File: src/rtl/serializer_pkg.sv
// serializer_pkg
// Shared types and constants for the parametrised unit-cell serializer.
//   ser_state_t      : shifter FSM states
//   DATA_W_DEFAULT   : default word width
//   IDLE_BIT_DEFAULT : default line level when nothing is being shifted
//   cnt_width()      : width of the bit counter for a given word width
package serializer_pkg;

  typedef enum logic {
    IDLE  = 1'b0,
    SHIFT = 1'b1
  } ser_state_t;

  localparam int   DATA_W_DEFAULT   = 16;
  localparam logic IDLE_BIT_DEFAULT = 1'b0;

  // The counter must reach DATA_W-1; $clog2 of a power of two gives exactly that.
  function automatic int cnt_width(input int data_w);
    return (data_w > 1) ? $clog2(data_w) : 1;
  endfunction

endpackage

File: src/rtl/serializer_hold_buf.sv
// serializer_hold_buf
// One-entry holding register for {LSB_FIRST, PAR_IN} with a valid/ready
// front end. The shifter FSM empties it through the pop strobe.
//   CLK, RESET        : clock, synchronous active-high reset
//   PAR_IN, LSB_FIRST : word and bit order captured on acceptance
//   PAR_VALID         : source offers a word
//   PAR_READY         : registered, high while the buffer is empty
//   pop               : shifter takes the held word on this edge
//   full              : buffer holds a word
//   hold_word         : held word
//   hold_lsb_first    : bit order captured with the held word
module serializer_hold_buf
  import serializer_pkg::*;
#(
  parameter int DATA_W = DATA_W_DEFAULT
) (
  input  logic              CLK,
  input  logic              RESET,
  input  logic [DATA_W-1:0] PAR_IN,
  input  logic              LSB_FIRST,
  input  logic              PAR_VALID,
  output logic              PAR_READY,
  input  logic              pop,
  output logic              full,
  output logic [DATA_W-1:0] hold_word,
  output logic              hold_lsb_first
);

  logic accept;
  logic full_next;

  // Accept requires empty and pop requires full, so they never coincide.
  assign accept    = PAR_VALID && PAR_READY;
  assign full_next = (full && !pop) || accept;

  always_ff @(posedge CLK) begin
    if (RESET) begin
      full           <= 1'b0;
      PAR_READY      <= 1'b1;
      hold_word      <= '0;
      hold_lsb_first <= 1'b0;
    end else begin
      full      <= full_next;
      PAR_READY <= !full_next;
      if (accept) begin
        hold_word      <= PAR_IN;
        hold_lsb_first <= LSB_FIRST;
      end
    end
  end

endmodule

File: src/rtl/serializer_unit_cell_gen.sv
// serializer_unit_cell_gen
// Streaming parallel-to-serial converter. Words enter through a one-entry
// holding buffer and are shifted out one bit per CLK, in the order captured
// with each word. A word waiting in the buffer is loaded on the edge after
// the current last bit, so back-to-back words stream without gaps.
//   CLK, RESET   : clock, synchronous active-high reset
//   PAR_IN       : parallel word, sampled when PAR_VALID && PAR_READY
//   PAR_VALID    : source has a word
//   PAR_READY    : holding buffer empty (registered)
//   LSB_FIRST    : 1 = bit 0 first, 0 = bit DATA_W-1 first (per word)
//   SERIAL_OUT   : registered serial data, IDLE_BIT when not shifting
//   SERIAL_VALID : SERIAL_OUT carries a data bit
//   FRAME_START  : SERIAL_OUT carries the first bit of a word
//   BUSY         : buffer or shifter holds data
module serializer_unit_cell_gen
  import serializer_pkg::*;
#(
  parameter int   DATA_W   = DATA_W_DEFAULT,
  parameter logic IDLE_BIT = IDLE_BIT_DEFAULT
) (
  input  logic              CLK,
  input  logic              RESET,
  input  logic [DATA_W-1:0] PAR_IN,
  input  logic              PAR_VALID,
  output logic              PAR_READY,
  input  logic              LSB_FIRST,
  output logic              SERIAL_OUT,
  output logic              SERIAL_VALID,
  output logic              FRAME_START,
  output logic              BUSY
);

  localparam int CNT_W = cnt_width(DATA_W);
  localparam logic [CNT_W-1:0] LAST_CNT = CNT_W'(DATA_W - 1);

  ser_state_t        state, state_next;
  logic [DATA_W-1:0] shreg, shreg_next;
  logic [CNT_W-1:0]  cnt, cnt_next;
  logic              order, order_next;
  logic              out_next, valid_next, fs_next;
  logic              load;
  logic              hold_full;
  logic [DATA_W-1:0] hold_word;
  logic              hold_lsb_first;

  serializer_hold_buf #(
    .DATA_W(DATA_W)
  ) u_hold_buf (
    .CLK           (CLK),
    .RESET         (RESET),
    .PAR_IN        (PAR_IN),
    .LSB_FIRST     (LSB_FIRST),
    .PAR_VALID     (PAR_VALID),
    .PAR_READY     (PAR_READY),
    .pop           (load),
    .full          (hold_full),
    .hold_word     (hold_word),
    .hold_lsb_first(hold_lsb_first)
  );

  always_ff @(posedge CLK) begin
    if (RESET) begin
      state        <= IDLE;
      shreg        <= '0;
      cnt          <= '0;
      order        <= 1'b0;
      SERIAL_OUT   <= IDLE_BIT;
      SERIAL_VALID <= 1'b0;
      FRAME_START  <= 1'b0;
    end else begin
      state        <= state_next;
      shreg        <= shreg_next;
      cnt          <= cnt_next;
      order        <= order_next;
      SERIAL_OUT   <= out_next;
      SERIAL_VALID <= valid_next;
      FRAME_START  <= fs_next;
    end
  end

  // SERIAL_OUT is registered, so a load drives the first bit straight from
  // the held word and the shifter keeps only the remaining bits.
  always_comb begin
    state_next = state;
    shreg_next = shreg;
    cnt_next   = cnt;
    order_next = order;
    out_next   = SERIAL_OUT;
    valid_next = SERIAL_VALID;
    fs_next    = 1'b0;
    load       = 1'b0;

    case (state)
      IDLE: begin
        out_next   = IDLE_BIT;
        valid_next = 1'b0;
        load       = hold_full;
      end
      SHIFT: begin
        if (cnt == LAST_CNT) begin
          if (hold_full) begin
            load = 1'b1;
          end else begin
            state_next = IDLE;
            out_next   = IDLE_BIT;
            valid_next = 1'b0;
          end
        end else begin
          out_next   = order ? shreg[0] : shreg[DATA_W-1];
          shreg_next = order ? (shreg >> 1) : (shreg << 1);
          cnt_next   = cnt + 1'b1;
          valid_next = 1'b1;
        end
      end
      default: begin
        state_next = IDLE;
        out_next   = IDLE_BIT;
        valid_next = 1'b0;
      end
    endcase

    if (load) begin
      state_next = SHIFT;
      order_next = hold_lsb_first;
      out_next   = hold_lsb_first ? hold_word[0] : hold_word[DATA_W-1];
      shreg_next = hold_lsb_first ? (hold_word >> 1) : (hold_word << 1);
      cnt_next   = '0;
      valid_next = 1'b1;
      fs_next    = 1'b1;
    end
  end

  assign BUSY = hold_full || (state == SHIFT);

endmodule

File: config.mk
export PLATFORM = sky130hd
export DESIGN_NAME = serializer_unit_cell_gen
export DESIGN_NICKNAME = d
export VERILOG_FILES = /design/src/rtl/serializer_pkg.sv /design/src/rtl/serializer_hold_buf.sv /design/src/rtl/serializer_unit_cell_gen.sv
export SDC_FILE = /design/constraint.sdc
export NUM_CORES = 1
export LEC_CHECK = 0
export BUFFER_PORTS_ARGS = -buffer_cell sky130_fd_sc_hd__buf_2
export CAP_MARGIN = 30
export CORE_MARGIN = 3
export CORE_UTILIZATION = 55
export DETAILED_ROUTE_END_ITERATION = 10
export PLACE_DENSITY_LB_ADDON = 0.2
export SLEW_MARGIN = 20
export SYNTH_ARGS = -nofsm -noshare
export SYNTH_HDL_FRONTEND = slang
export SYNTH_SLANG_ARGS = --single-unit
File: constraint.sdc
create_clock -name CLK -period 3.75 [get_ports CLK]
set_clock_uncertainty 0.15 [all_clocks]
set_input_delay 0.75 -clock CLK [delete_from_list [all_inputs] [get_ports CLK]]
set_output_delay 0.75 -clock CLK [all_outputs]
set_load 0.01 [all_outputs]
==> flow_metrics.py, run 1 <==
metrics = {
    "timing": {
        "fmax_mhz": 399,
        "slew_viol_final": 0,
        "fin_tns_setup_ns": 0,
        "rsz0062_at_grt": "no",
        "setup_viol": 0,
        "setup_ws_ns": 1.24,
        "worst_slew_pin_slew_ns": 0.912,
        "slew_headroom_pct": 39.1,
        "period_needed_ns": 2.51,
        "hold_viol_final": 0,
        "finalCritPeriodShare_pct": 66.8,
    },
    "die": {
        "die_x_um": 68.1,
        "num_rows": 21,
        "coreArea_sq_mm": 0.00352,
        "die_h_um": 68.1,
        "dieArea_sq_mm": 0.00464,
        "start_util_pct": 60.3,
        "ioPinCount": 25,
    },
    "routing": {
        "drc": 0,
        "first_pass_iters": 4,
        "ant_nets": 0,
        "wl_um": 3860,
        "wl_per_cell_um": 13.2,
        "via_per_inst": 5.43,
        "vias": 1591,
        "drtIter0Drc": 76,
    },
    "yosys": {
        "async_reset_ff_share_pct": 0,
        "avgSynthCellArea_sq_um": 9.03,
        "syn-num-nets": 256,
        "postSynth.topFlopCell": "dfxtp_1",
        "syn_area_sq_mm": 0.00212,
        "yosys_register_bits": 44,
        "yosys_warnings": 0,
        "synth.distinct_cells": 29,
        "synth_edf_count": 0,
        "ys_seq_area_share_pct": 41.5,
        "synth_cells": 235,
    },
    "place": {
        "portBuffers": 24,
        "gp_congestion": 0.769,
        "dpl_worst_slack_ns": 1.55,
        "dp_hpwl_um": 2620,
    },
    "clocking": {
        "clk_path_buf_depth": 2,
        "clk_pin_slew_ns": 0.08,
        "ctsHoldBuffers": 0,
        "cts_made_buffers": 5,
        "ctsResizeCount": 0,
        "clkLatencyLatePin_ns": 0.29,
        "cts_setup_buffers": 0,
        "cts_tree": "done",
        "root_buffer": "clkbuf_8",
        "cts_sinks": 44,
        "h-tree-depth": 2,
    },
    "power_and_ir_drop": {
        "peakVddDrop_mv": 0.287,
        "pwr-share-comb_pct": 12.8,
        "p_sw_w": 0.000254,
        "pwr-share-clk_pct": 34.7,
        "p_sw_share_pct": 25.3,
        "p_seq_share_pct": 52.5,
        "power_density_mw_per_mm2": 441,
        "intPower_w": 0.000752,
        "leakage_nw": 0.774,
    },
    "global_routing": {
        "grt_usage_pct": 19.4,
        "grt_max_degree": 45,
        "grt_pass1_wl_um": 6760,
        "grt_pass1_vias": 1462,
        "antenna_found_initial": 0,
        "overflow": 0,
    },
    "worst_hold_path": {
        "hold_class": "flop to flop",
    },
    "cells_and_area": {
        "layout_commonest_cell": "dfxtp_1",
        "nets": 267,
        "reg_top3": "shreg: 16 flops, u_hold_buf.hold_word: 16 flops, cnt: 4 flops",
        "drive_gt1_share_pct": 19.8,
        "syn2layout_area_growth_pct": 7.49,
        "layout_common_cells": "dfxtp_1 (44), nand2_1 (42), mux2i_1 (30), a21oi_1 (24), buf_2 (24)",
        "n_antenna_cell": 0,
    },
    "setup_path": {
        "worst_setup_path_end_kind": "output pin",
        "path_class": "flop to output pin",
        "worstPathArrival_ns": 1.61,
        "crit_path_start_kind": "flop",
        "worstPathRequired_ns": 2.85,
        "worstPathMaxFanout": 32,
    },
    "job": {
        "drv_cap": 0,
    },
    "run_status": {
        "status": "finished clean",
    },
}
## worst max-delay path, stage by stage (launching register included)
cell	delay, ns
dfxtp_1	0.39
inv_1	0.65
nand2_1	0.10
buf_2	0.17
## routing by layer
metal  track usage (%)  vias up  wire length [um]  part of all wire (%)
li1                  -      853                 -                     -
met1              27.1      693              1960                    51
met2              27.6       37              1610                    42
met3              5.75        8               215                   5.6
met4              8.44        0                72                   1.9
met5                 0        -                 0                     0
## final cells by class
cell class	count	area [sq um]
clock buffer	6	72.6
clock inverter	2	35.0
fill	328	1240
inverter	3	11.3
multi-input combinational	168	1100
sequential	44	881
tap	46	57.6
timing repair buffer	24	120
## metrics by stage
stage	cell area, sq um	cells	util, %	power [W]	hold WS (ns)
3_5_place_dp	2170	285	61.7	0.000668	0.313
3_3_place_gp	2170	285	61.7	0.000665	0.310
6_report	2280	293	64.8	0.00101	0.322
5_1_grt	2280	293	64.8	0.00106	0.343
4_1_cts	2280	293	64.8	0.00102	0.325
2_1_floorplan	2120	235	-	0.000644	0.295
## logic make-up (layout without fill, tap and decap cells)
logic type / count (synthesis) / count (layout) / share of synthesized area, %
buf+inv: 23 / 35 / 6.49
simple gates: 76 / 76 / 15.2
mux: 31 / 31 / 14.7
flops: 44 / 44 / 41.5
compound gates: 60 / 60 / 21.5
fa+ha+maj: 1 / 1 / 0.590
## power groups by stage
stage / registers, W / logic (W) / clock network [W]
floorplan: 0.000525 / 0.000119 / 0
global placement: 0.000538 / 0.000127 / 0
detailed placement: 0.000539 / 0.000129 / 0
CTS: 0.000528 / 0.000129 / 0.000359
global route: 0.000533 / 0.000145 / 0.000383
finish: 0.000528 / 0.000128 / 0.000349
## worst paths after layout
| kind | to | slack, ns | start | cells past startpoint |
|---|---|---|---|---|
| worst max-delay path | BUSY | 1.24 | u_hold_buf.full | 3 |
| worst min-delay path | u_hold_buf.hold_word[10] | 0.32 | u_hold_buf.hold_word[10] | 2 |
| worst max register to register | shreg[5] | 1.84 | u_hold_buf.hold_lsb_first | 4 |
| worst min register to register | u_hold_buf.hold_word[10] | 0.32 | u_hold_buf.hold_word[10] | 2 |
## synth_stat cells (all sizes together), types with 3 or more instances
cell type / instances / area, sq um
a211oi: 29 / 293
a21oi: 24 / 120
buf: 16 / 111
clkbuf: 4 / 15.0
dfxtp: 44 / 881
inv: 3 / 11.3
mux2i: 30 / 300
nand2: 42 / 158
nand3: 6 / 35.0
nor2: 20 / 75.1
Power figures use the tool's default switching activity.
==> run 2: changes to the inputs <==
--- a/config.mk
+++ b/config.mk
@@ -8,7 +8,7 @@
 export BUFFER_PORTS_ARGS = -buffer_cell sky130_fd_sc_hd__buf_2
 export CAP_MARGIN = 30
 export CORE_MARGIN = 3
-export CORE_UTILIZATION = 55
+export CORE_UTILIZATION = 52
 export DETAILED_ROUTE_END_ITERATION = 10
 export PLACE_DENSITY_LB_ADDON = 0.2
 export SLEW_MARGIN = 20
==> constraint.sdc (replaced) <==
create_clock -name CLK -period 2.17 [get_ports CLK]
set_clock_uncertainty 0.15 [all_clocks]
set_input_delay 0.434 -clock CLK [delete_from_list [all_inputs] [get_ports CLK]]
set_output_delay 0.434 -clock CLK [all_outputs]
set_load 0.01 [all_outputs]
==> run 2 against run 1 <==
Final cell count is 2.7% higher. Core utilization shrank 2.1 points. Global-route usage fell by 2.1 points. Highest routed layer unchanged. Setup slack lost 1.1 ns. Critical path depth is the same. Register-to-register slack lost 1.5 ns. Die area grew 5.2%. Clock power rose by 140%. First-iteration DRC count down 1.3%.
==> flow_metrics.py, run 2 (same netlist as run 1, synthesis figures left out) <==
metrics = {
    "cells_and_area": {
        "n_antenna_cell": 0,
        "multi_input_area_sq_mm": 0.00110,
        "regArea_sq_um": 881,
        "nets": 273,
        "layout_commonest_cell": "dfxtp_1",
        "nFillCells": 357,
        "drive_gt1_share_pct": 22.1,
        "syn2layout_area_growth_pct": 12.1,
        "reg_top3": "shreg: 16 flops, u_hold_buf.hold_word: 16 flops, cnt: 4 flops",
        "layout_common_cells": "dfxtp_1 (44), nand2_1 (42), mux2i_1 (30), a21oi_1 (24), buf_2 (24)",
    },
    "die": {
        "die_h_um": 69.9,
        "die_x_um": 69.9,
        "num_rows": 22,
        "coreArea_sq_mm": 0.00380,
        "start_util_pct": 55.9,
        "ioPinCount": 25,
        "dieArea_sq_mm": 0.00488,
    },
    "setup_path": {
        "worst_setup_path_end_kind": "output pin",
        "critPathSlowestCell": "inv_1",
        "worstPathArrival_ns": 1.40,
        "crit_chain": "inv_1 > nand2_1 > buf_2",
        "worst-path-buf-inv": 2,
        "slowest_delay_ns": 0.42,
        "worstPathMaxFanout": 20,
        "worstPathRequired_ns": 1.59,
        "path_class": "flop to output pin",
        "cp_top_family": "buffers and inverters",
        "crit_path_start_kind": "flop",
    },
    "clocking": {
        "cts_setup_buffers": 0,
        "h-tree-depth": 2,
        "ctsHoldBuffers": 0,
        "cts_tree": "done",
        "ctsResizeCount": 0,
        "clkLatencyLatePin_ns": 0.29,
        "cts_sinks": 44,
        "clk_path_buf_depth": 2,
        "clk_pin_slew_ns": 0.08,
        "cts_made_buffers": 5,
        "root_buffer": "clkbuf_8",
    },
    "routing": {
        "wl_per_cell_um": 13.7,
        "first_pass_iters": 4,
        "ant_nets": 0,
        "vias": 1585,
        "drtIter0Drc": 75,
        "wl_um": 4130,
        "drc": 0,
        "via_per_inst": 5.27,
    },
    "run_status": {
        "status": "finished clean",
    },
    "timing": {
        "finalCritPeriodShare_pct": 91.3,
        "hold_viol_final": 0,
        "rsz0062_at_grt": "no",
        "fmax_mhz": 505,
        "worst_slew_pin_slew_ns": 0.632,
        "setup_viol": 0,
        "slew_headroom_pct": 57.9,
        "period_needed_ns": 1.98,
        "fin_tns_setup_ns": 0,
        "slew_viol_final": 0,
    },
    "global_routing": {
        "grt_pass1_vias": 1433,
        "overflow": 0,
        "antenna_found_initial": 0,
        "grt_max_degree": 39,
        "grt_pass1_wl_um": 6870,
        "grt_usage_pct": 17.4,
    },
    "place": {
        "portBuffers": 24,
        "dp_hpwl_um": 2880,
        "gp_congestion": 0.805,
    },
    "worst_hold_path": {
        "hold_class": "input port to flop",
    },
    "power_and_ir_drop": {
        "report.power.total_w": 0.00199,
        "power_density_mw_per_mm2": 837,
        "leakage_nw": 0.827,
        "peakVddDrop_mv": 0.635,
    },
    "job": {
        "drv_cap": 0,
    },
}
[run 2: changes by cell type in the layout (fill, tap and decap cells not counted)]
cell,change
clkinv_2,-1
bufinv_16,+2
buf_4,+6
clkbuf_1,-1
[run 2: layout make-up]
cell class	count	share of cell area (%)
Multi-Input combinational cell	168	46.4
Sequential cell	44	37.0
Timing Repair Buffer	30	6.94
Clock inverter	3	3.79
Clock buffer	5	2.89
Tap cell	48	2.52
Inverter	3	0.473
[run 2: routing by layer]
| metal | share of wire (%) | track usage (%) | up-vias |
|---|---|---|---|
| li1 | - | - | 863 |
| met1 | 52 | 24.4 | 689 |
| met2 | 44 | 26.7 | 25 |
| met3 | 2.9 | 3.45 | 8 |
| met4 | 1.4 | 5.74 | 0 |
| met5 | 0 | 0 | - |
[run 2: worst min-delay path: stages]
cell and delay (ns):
buf_2 0.09, nand2_1 0.04, a21oi_1 0.05
[run 2: stage by stage]
| stage | hold WS, ns | instance area [sq um] | instances | setup slack, ns | util (%) |
|---|---|---|---|---|---|
| after global placement | 0.309 | 2220 | 293 | 0.480 | 58.5 |
| after global routing | 0.217 | 2380 | 301 | 0.0711 | 62.6 |
| after detailed placement | 0.311 | 2220 | 293 | 0.424 | 58.5 |
| after CTS | 0.214 | 2380 | 301 | 0.195 | 62.6 |
| after floorplan | 0.295 | 2120 | 235 | 0.606 | - |
| final | 0.221 | 2380 | 301 | 0.189 | 62.6 |
[run 2: final timing paths]
path                                                 end  slack, ns                startpoint  depth (start not counted)
worst min register to register  u_hold_buf.hold_word[15]       0.33  u_hold_buf.hold_word[15]                          2
worst min-delay path             u_hold_buf.hold_word[9]       0.22                 PAR_IN[9]                          3
worst max-delay path                                BUSY       0.19           u_hold_buf.full                          3
worst max register to register                  shreg[1]       0.38           u_hold_buf.full                          5
[run 2: power by group]
| part | switching (W) | internal [W] | total [W] |
|---|---|---|---|
| Clock | 0.000273 | 0.000575 | 0.000848 |
| Sequential | 0.0000423 | 0.000859 | 0.000901 |
| Combinational | 0.000140 | 0.000103 | 0.000243 |
| Total | 0.000455 | 0.00154 | 0.00199 |
